## src/rtl/wb_dcache_write_ctrl.sv

```systemverilog
// Writeback store sequencer: buffers one store and splits it into one or
// two 8-byte-aligned dcache beats with lane-aligned data and byte enables.
// Ports:
//   CLK, CLR (async, active-high)
//   req_*  : store from the writeback stage; req_ready grants it
//   dc_*   : beat to the dcache, retired when dc_ready is high
//   ld_addr/ld_conflict : load vs. pending-store block hazard
//   busy, wr_count : status and completed-store counter
module wb_dcache_write_ctrl #(
   parameter int CNT_W = 16
) (
   input  logic             CLK,
   input  logic             CLR,
   input  logic             req_v,
   input  logic [31:0]      req_addr,
   input  logic [1:0]       req_size,
   input  logic [63:0]      req_data,
   output logic             req_ready,
   output logic             dc_wr_en,
   output logic [31:0]      dc_addr,
   output logic [63:0]      dc_data,
   output logic [7:0]       dc_byte_en,
   input  logic             dc_ready,
   input  logic [31:0]      ld_addr,
   output logic             ld_conflict,
   output logic             busy,
   output logic [CNT_W-1:0] wr_count
);

   typedef enum logic [1:0] {
      IDLE  = 2'd0,
      BEAT0 = 2'd1,
      BEAT1 = 2'd2
   } state_t;

   state_t           state_q, state_d;
   logic [28:0]      blk_q, blk_d;
   logic [63:0]      d0_q, d0_d;
   logic [63:0]      d1_q, d1_d;
   logic [7:0]       be0_q, be0_d;
   logic [7:0]       be1_q, be1_d;
   logic             split_q, split_d;
   logic [CNT_W-1:0] cnt_q, cnt_d;

   logic [7:0]   base;
   logic [63:0]  data_m;
   logic [15:0]  mask16;
   logic [127:0] dshift;
   logic [28:0]  blk1;
   logic [28:0]  cur_blk;
   logic         fin;
   logic         done;
   logic         ld_unused;

   assign ld_unused = ^ld_addr[2:0];

   // Byte-enable base pattern and data with unused upper bytes cleared.
   always_comb begin
      base = 8'h01;
      unique case (req_size)
         2'd0: base = 8'h01;
         2'd1: base = 8'h03;
         2'd2: base = 8'h0F;
         2'd3: base = 8'hFF;
         default: base = 8'h01;
      endcase
      data_m = '0;
      for (int i = 0; i < 8; i++) begin
         data_m[8*i +: 8] = req_data[8*i +: 8] & {8{base[i]}};
      end
      mask16 = {8'h00, base} << req_addr[2:0];
      dshift = {64'h0, data_m} << {req_addr[2:0], 3'b000};
   end

   // Second block wraps naturally in 29 bits (0xFFFFFFF8 -> 0x0).
   assign blk1 = blk_q + 29'd1;

   assign busy     = (state_q != IDLE);
   assign dc_wr_en = busy;
   assign wr_count = cnt_q;

   // Final beat retiring frees the buffer in the same cycle.
   assign fin  = ((state_q == BEAT0) && !split_q) || (state_q == BEAT1);
   assign done = fin && dc_ready;
   assign req_ready = (state_q == IDLE) || done;

   always_comb begin
      state_d = state_q;
      blk_d   = blk_q;
      d0_d    = d0_q;
      d1_d    = d1_q;
      be0_d   = be0_q;
      be1_d   = be1_q;
      split_d = split_q;
      cnt_d   = cnt_q;
      if (done) begin
         cnt_d   = cnt_q + CNT_W'(1);
         state_d = IDLE;
      end else if ((state_q == BEAT0) && dc_ready) begin
         state_d = BEAT1;
      end
      if (req_v && req_ready) begin
         state_d = BEAT0;
         blk_d   = req_addr[31:3];
         d0_d    = dshift[63:0];
         d1_d    = dshift[127:64];
         be0_d   = mask16[7:0];
         be1_d   = mask16[15:8];
         split_d = (mask16[15:8] != 8'h00);
      end
   end

   always_comb begin
      cur_blk    = '0;
      dc_data    = '0;
      dc_byte_en = '0;
      unique case (state_q)
         IDLE: begin
         end
         BEAT0: begin
            cur_blk    = blk_q;
            dc_data    = d0_q;
            dc_byte_en = be0_q;
         end
         BEAT1: begin
            cur_blk    = blk1;
            dc_data    = d1_q;
            dc_byte_en = be1_q;
         end
         default: begin
         end
      endcase
      dc_addr = {cur_blk, 3'b000};
   end

   // A split store still in BEAT0 also owns its second block.
   assign ld_conflict = busy &&
      ((ld_addr[31:3] == cur_blk) ||
       ((state_q == BEAT0) && split_q && (ld_addr[31:3] == blk1)));

   always_ff @(posedge CLK or posedge CLR) begin
      if (CLR) begin
         state_q <= IDLE;
         blk_q   <= '0;
         d0_q    <= '0;
         d1_q    <= '0;
         be0_q   <= '0;
         be1_q   <= '0;
         split_q <= 1'b0;
         cnt_q   <= '0;
      end else begin
         state_q <= state_d;
         blk_q   <= blk_d;
         d0_q    <= d0_d;
         d1_q    <= d1_d;
         be0_q   <= be0_d;
         be1_q   <= be1_d;
         split_q <= split_d;
         cnt_q   <= cnt_d;
      end
   end

endmodule
```

## config.mk

```make
export PLATFORM = sky130hd
export DESIGN_NAME = wb_dcache_write_ctrl
export DESIGN_NICKNAME = d
export VERILOG_FILES = /design/src/rtl/wb_dcache_write_ctrl.sv
export SDC_FILE = /design/constraint.sdc
export NUM_CORES = 1
export LEC_CHECK = 0
export ABC_AREA = 1
export CAP_MARGIN = 20
export CORE_MARGIN = 10
export CORE_UTILIZATION = 56
export CTS_BUF_LIST = sky130_fd_sc_hd__clkbuf_16
export DETAILED_ROUTE_END_ITERATION = 8
export PLACE_DENSITY = 0.87
export SYNTH_ARGS = -nofsm -noshare
export SYNTH_HDL_FRONTEND = slang
export SYNTH_SLANG_ARGS = --single-unit
```

## constraint.sdc

```tcl
create_clock -name CLK -period 13.6 [get_ports CLK]
set_input_delay 2.72 -clock CLK [delete_from_list [all_inputs] [get_ports CLK]]
set_output_delay 2.72 -clock CLK [all_outputs]
set_load 0.02 [all_outputs]
```

==> results by group, run 1 <==
Run status
  – Status: finished, final reports clean

Clocking
  – H-tree depth: 4
  – Post-CTS Resized: 0
  – CTS Sinks: approximately 180
  – Clk slew on worst S/H paths: 0.07 ns
  – Setup bufs post-CTS: 0
  – CTS Buffer Depth: 2
  – Root Driver: clkbuf_16
  – CTS tree: yes
  – Worst skew pair latency: ~0.45 ns
  – Hold_buf cts: 0
  – CTS buffer count: 17

Global route
  – Gr busiest metal: met2
  – Met1 global-route usage: 39.84%
  – Total grt overflow: 0
  – GR Layer Usage met3: 8.156%
  – Largest net degree at the start of global routing: 112
  – Total Routing Usage GR: 30.96%
  – Grt met2 use: 48.45%
  – First-pass GRT wire length: 66760 um
  – Initial antenna violation count: 2
  – Vias in the first global route: 12350

Timing
  – Setup TNS Final: 0 ns
  – Max-slew headroom: 29.90%
  – Min Tclk post-route: just under 8 ns
  – Final setup fails: 0
  – Final hold violation count: 0
  – Period utilisation layout: 57.88%
  – Max Clk Rate: 0.1270 GHz
  – Worst slew pin tran: 1.052 ns
  – Clk_skew: 0.01781 ns
  – RSZ-0062 raised after global routing: false
  – Max-slew violations: 0

Die
  – Core footprint: between 20000 and 25000 um^2
  – Die area: approximately 27000 um^2
  – Die height: 165.3 um
  – Die W: around 170 um
  – Initial Util: 56.59%
  – Row count: between 50 and 60
  – I/O pins: 258

Synthesis
  – Count leader, synth: nand2_1
  – Largest family of logic cells by synthesized area: simple AND/OR/NAND/NOR gates
  – Post-synthesis simple-gate area fraction: 29.18%
  – Ys flop type: dfrtp_1
  – Synth Area in Compound Gates: 18.46%
  – Share of the synthesized area in the top cell type: between 30 and 40%
  – Synth Warn #: 0
  – Multiplexer share of the synthesized area: 1.355%
  – Post-synth EDFFs: 0
  – Xor and xnor area share after synthesis: 1.778%
  – Unique masters post-synth: 43
  – Mapped Avg Cell Area: approximately 7.0 um^2
  – Dominant cells by area after synthesis: dfrtp_1 (39%), nand2_1 (16%), o21ai_0 (7.3%)
  – Synth Instances: 1681
  – Mapped Area: 11820 um^2
  – Post-synthesis adder-cell area fraction: 0.5293%
  – Synth top cells by count: nand2_1 (508), inv_1 (185), dfrtp_1 (183)
  – Share of flip-flops with an asynchronous set or reset: 100.0%
  – Seq/Total Area, Yosys: 38.74%
  – Yosys top cell by area: dfrtp_1
  – Synth Register Bits: 183

Worst hold path
  – Hold Path Class: reg2reg
  – Hold path startpoint: wr_count[15]
  – Hold endpoint: wr_count[15]
  – Hold depth: 1

Route
  – Detailed-route via count: ~13000
  – Routed WL: about 43000 um
  – Routed Antenna Nets: 0
  – Remaining DRCs: 0
  – Initial drt markers: 1644
  – Via density: 5.972
  – Routed WL per cell: roughly 20 um
  – TritonRoute pass-1 iters: 7

Worst setup path
  – Worst R2R Path Depth: 11
  – Crit Path Category: in2out
  – Req. time, crit path: around 11 ns
  – Worst r2r src: state_q[1]
  – RR Endpoint: d0_q[21]
  – CP Capture Type: output pin
  – Crit start category: primary input
  – Crit path max fanout: 3
  – Flop2flop setup slack: between 9 and 10 ns
  – Critical path arrival: 5.15 ns
  – Worst Setup SP: ld_addr[3]

Cells and area
  – Final Net Count: approximately 2000
  – Flip-flop and latch area: 4579 um^2
  – # fillers: 1737
  – Synth-to-layout area growth: 26.83%
  – Layout cell share with drive strength beyond 1: 5.885%
  – Final instance area: 14990 um^2
  – Multi-input gate area: between 6000 and 7000 um^2

Place
  – Gpl congestion: 0.9610
  – Post-DP Area: 14350 um^2
  – Number of buffers added on ports: 251
  – Hpwl dp: roughly 31000 um

Power
  – Leakage: approximately 0.0067 uW
  – VDD IR-drop max: 0.1387 mV
  – PwrDens: 189.6 nW/um^2

Run
  – Max_cap viols: 0
==> registers in the layout, indices dropped and copies added (netlist names) <==
signal / cells
d0_q: 64
d1_q: 56
blk_q: 29
wr_count: 16
be0_q: 8
be1_q: 7
state_q: 2
split_q: 1
==> power breakdown <==
group | leakage [uW] | switching (uW) | internal, uW
sequential | 0.00238 | 142 | 751
combinational | 0.00398 | 907 | 505
clock | 0.000308 | 253 | 284
==> per-stage QoR <==
step	cells	power (uW)	util, %	worst slack [ns]	hold WS, ns
after floorplan	1683	1749	-	5.908	0.4590
after global placement	2129	2240	68.71	5.791	0.4597
after detailed placement	2129	2278	68.71	5.790	0.4706
final	2163	2842	71.77	5.728	0.4808
after global routing	2161	3002	71.75	5.603	0.5180
after CTS	2161	2822	71.75	5.774	0.4843
==> per-layer routing <==
layer | part of all wire (%) | vias up
met5 | 0 | -
met4 | 3.9 | 0
met3 | 12 | 119
met2 | 45 | 828
met1 | 39 | 6021
li1 | - | 5950
==> how the worst max path moves through the flow <==
stage	endpoint	slack, ns	cells past startpoint
6_report	ld_conflict	5.73	14
5_1_grt	ld_conflict	5.60	14
4_1_cts	ld_conflict	5.77	14
3_5_place_dp	ld_conflict	5.79	14
3_3_place_gp	ld_conflict	5.79	14
2_1_floorplan	be0_q[0]	5.91	1
==> area by class of cell <==
class / instances / area share (%)
tap: 275 / 2.295
antenna: 2 / 0.03338
clock buffer: 17 / 2.838
sequential: 183 / 30.55
inverter: 194 / 4.907
timing repair buffer: 266 / 17.44
clock inverter: 15 / 1.394
multi-input combinational: 1211 / 40.54
==> worst max-delay path, stage by stage <==
cell and delay, ns:
clkdlybuf4s50_1 0.51, inv_1 0.08, a21oi_1 0.14, nand3_1 0.10, nor2_1 0.11, nand2_1 0.05, nor2_1 0.19, nand3_1 0.10
nor2_1 0.10, nand2_1 0.06, nor2_1 0.09, nand3_1 0.07, a21oi_1 0.20, clkdlybuf4s50_1 0.64
==> cells by family after synthesis <==
kind of cell	Yosys count
simple gates	804
mux	16
buf+inv	289
compound gates	359
xor+xnor	24
other cells	1
flops	183
fa+ha+maj	5
==> cell usage in the layout, fill, tap and decap left out, types with 7 or more instances in the layout <==
cell,Yosys,final
nand2_1,508,507
clkdlybuf4s50_1,0,249
inv_1,185,184
dfrtp_1,183,183
o21ai_0,173,173
nand3_1,133,133
nor2_1,91,91
o22ai_1,73,73
o221ai_1,45,45
a21oi_1,21,21
nand2_2,17,18
xor2_1,18,18
clkbuf_16,0,17
mux2i_1,16,16
buf_4,14,15
nand4_1,12,12
o211ai_1,11,11
nor2_2,10,10
nor2_4,7,7
nand3_2,7,7
(Power assumes the default switching activity.)
==> run 2: changes to the inputs <==
--- a/config.mk
+++ b/config.mk
@@ -8,10 +8,10 @@
 export ABC_AREA = 1
 export CAP_MARGIN = 20
 export CORE_MARGIN = 10
-export CORE_UTILIZATION = 56
+export CORE_UTILIZATION = 52
 export CTS_BUF_LIST = sky130_fd_sc_hd__clkbuf_16
 export DETAILED_ROUTE_END_ITERATION = 8
-export PLACE_DENSITY = 0.87
+export PLACE_DENSITY = 0.82
 export SYNTH_ARGS = -nofsm -noshare
 export SYNTH_HDL_FRONTEND = slang
 export SYNTH_SLANG_ARGS = --single-unit
==> constraint.sdc (replaced) <==
create_clock -name CLK -period 7.3 [get_ports CLK]
set_input_delay 1.46 -clock CLK [delete_from_list [all_inputs] [get_ports CLK]]
set_output_delay 1.46 -clock CLK [all_outputs]
set_load 0.02 [all_outputs]
==> run 2 against run 1 <==
- sequential share of layout area about the same
- global-route usage decreased by 2.1 points
- design area about the same
- sequential power up 86%
- combinational power up 87%
- hold slack got worse by 0.0018 ns
- via count shrank 3.0%
- register-to-register slack got worse by 6.1 ns
- critical endpoint unchanged
==> results by group, run 2 (synthesized netlist as in run 1, its figures left out) <==
Die
  – Initial Util: 52.53% (was 56.59%)
  – I/O pins: 258 (unchanged)
  – Die area: 29160 um^2 (was 27320 um^2)
  – Die W: 170.8 um (was 165.3 um)
  – Core footprint: 22500 um^2 (was 20890 um^2)
  – Die height: 170.8 um (was 165.3 um)
  – Row count: 55 (was 53)

Power
  – Sequential Power Share: 31.8% (was 31.4%)
  – P_int: 2809 uW (was 1539 uW)
  – NetSw: 2400 uW (was 1303 uW)
  – Comb power frac: 50.5% (was 49.7%)
  – Leakage: 0.006670 uW (about the same)
  – PwrDens: 347.5 nW/um^2 (was 189.6 nW/um^2)
  – Clock share of power: 17.7% (was 18.9%)
  – VDD IR-drop max: 0.1789 mV (was 0.1387 mV)
  – Sw Ratio: 46.07% (was 45.84%)
  – Final Power: 5210 uW (was 2842 uW)

Clocking
  – CTS Sinks: 183 (unchanged)
  – Clk slew on worst S/H paths: 0.08 ns (was 0.07 ns)
  – Setup bufs post-CTS: 0 (unchanged)
  – Root Driver: clkbuf_16 (unchanged)
  – H-tree depth: 4 (unchanged)
  – Post-CTS Resized: 0 (unchanged)
  – CTS tree: yes (unchanged)
  – Hold_buf cts: 0 (unchanged)
  – CTS buffer count: 17 (unchanged)
  – CTS Buffer Depth: 2 (unchanged)
  – Worst skew pair latency: 0.45 ns (about the same)

Worst setup path
  – End of the critical path: ld_conflict (unchanged)
  – Crit Path Category: reg2out (was in2out)
  – Flop2flop setup slack: 3.81 ns (was 9.89 ns)
  – Worst R2R Path Depth: 12 (was 11)
  – Critical path arrival: 4.05 ns (was 5.15 ns)
  – Crit path max fanout: 23 (was 3)
  – Req. time, crit path: 5.84 ns (was 10.88 ns)
  – RR Endpoint: d0_q[59] (was d0_q[21])
  – Worst Setup SP: state_q[0] (was ld_addr[3])
  – CP Capture Type: output pin (unchanged)
  – Crit start category: flop (was primary input)
  – Worst r2r src: state_q[0] (was state_q[1])

Timing
  – Clk_skew: 0.01022 ns (was 0.01781 ns)
  – Final hold violation count: 0 (unchanged)
  – Worst slew pin tran: 0.9997 ns (was 1.052 ns)
  – Period utilisation layout: 75.45%
  – Min Tclk post-route: 5.508 ns
  – Setup TNS Final: 0 ns (unchanged)
  – RSZ-0062 raised after global routing: false (unchanged)
  – Max-slew violations: 0 (unchanged)
  – Max-slew headroom: 33.11% (was 29.90%)
  – Max Clk Rate: 0.1815 GHz
  – Final setup fails: 0 (unchanged)

Cells and area
  – Synth-to-layout area growth: 26.82% (was 26.83%)
  – Layout cell share with drive strength beyond 1: 6.032% (was 5.885%)
  – Max reg flops: 64 (unchanged)
  – Commonest non-fill, non-tap cell in the layout: nand2_1 (unchanged)
  – Antenna cells: 0 (was 2)
  – Biggest register: d0_q (unchanged)
  – # fillers: 1935 (was 1737)
  – Final Net Count: 2016 (was 2012)
  – Post-layout util: 66.62% (was 71.77%)
  – Commonest non-fill, non-tap cells in the layout: nand2_1 (507), clkdlybuf4s50_1 (249), inv_1 (185) (was nand2_1 (507), clkdlybuf4s50_1 (249), inv_1 (184))
  – Largest regs: d0_q x64, d1_q x56, blk_q x29 (unchanged)

Route
  – TritonRoute pass-1 iters: 6 (was 7)
  – Detailed-route via count: 12530 (was 12920)
  – Routed WL: 42650 um (was 43450 um)
  – Routed WL per cell: 19.61 um (was 20.09 um)
  – Routed Antenna Nets: 0 (unchanged)
  – Initial drt markers: 1460 (was 1644)
  – Remaining DRCs: 0 (unchanged)
  – Via density: 5.761 (was 5.972)

Worst hold path
  – Hold depth: 1 (unchanged)
  – Hold Path Class: reg2reg (unchanged)

Place
  – Hpwl dp: 30980 um (was 30720 um)
  – Gpl congestion: 1.010 (was 0.9610)
  – Number of buffers added on ports: 251 (unchanged)

Global route
  – First-pass GRT wire length: 66860 um (was 66760 um)
  – Largest net degree at the start of global routing: 85 (was 112)
  – Total Routing Usage GR: 28.91% (was 30.96%)
  – Total grt overflow: 0 (unchanged)
  – Initial antenna violation count: 1 (was 2)
  – Vias in the first global route: 12180 (was 12350)

Run
  – Max_cap viols: 0 (unchanged)

Run status
  – Status: finished, final reports clean (unchanged)
-- run 2: cell types whose count changed in the layout (fill, tap and decap cells not counted), moves of 2 or more --
cell,change
buf_4,+3
bufinv_16,-2
diode_2,-2
inv_8,+2
-- run 2: routing by layer --
metal / track usage (%) / wire length (um)
met1: 37.33 / 17590
met3: 6.982 / 4282
met4: 10.60 / 1261
met2: 46.08 / 19510
met5: 0 / 16
-- run 2: worst max-delay path, cell delays in order, from the launching register on --
cell             delay, ns
dfrtp_1               0.37
inv_1                 0.07
ha_1                  0.38
nand2_2               0.09
inv_1                 0.70
buf_4                 0.40
nand2_1               0.11
nand2_1               0.11
nand2_1               0.06
nand2_1               0.07
nand2_1               0.06
nor3_1                0.24
nand3_1               0.12
a21oi_1               0.17
clkdlybuf4s50_1       0.64
-- run 2: power by group through the flow --
stage                     clock network (uW)  registers (uW)  logic [uW]
final                                    922            1660        2630
after floorplan                            0            1620        1640
after CTS                                926            1650        2610
after detailed placement                   0            1670        2590
after global routing                     967            1710        2860
after global placement                     0            1650        2550
-- run 2: cell type report --
| cell class | instances | area (um^2) | share of cell area (%) |
|---|---|---|---|
| clock inverter | 15 | 157.7 | 1.052 |
| sequential | 183 | 4579 | 30.55 |
| multi-input combinational | 1211 | 6078 | 40.55 |
| inverter | 194 | 735.7 | 4.908 |
| tap | 285 | 356.6 | 2.379 |
| clock buffer | 17 | 425.4 | 2.838 |
| timing repair buffer | 270 | 2658 | 17.73 |
-- run 2: metrics by stage --
step | setup WS (ns) | instance area [um^2] | cells | hold slack, ns
global placement | 1.954 | 14410 | 2143 | 0.4610
finish | 1.792 | 14990 | 2175 | 0.4790
detailed placement | 1.945 | 14410 | 2143 | 0.4630
floorplan | 0.8680 | 11830 | 1683 | 0.4590
global route | 1.591 | 14990 | 2175 | 0.5274
CTS | 1.872 | 14990 | 2175 | 0.4765
-- run 2: how the worst min path moves through the flow --
stage / start / to / slack, ns
floorplan: d0_q[56] / d0_q[56] / 0.46
global placement: wr_count[15] / wr_count[15] / 0.46
detailed placement: wr_count[15] / wr_count[15] / 0.46
CTS: wr_count[15] / wr_count[15] / 0.48
global route: be0_q[6] / be0_q[6] / 0.53
finish: wr_count[15] / wr_count[15] / 0.48
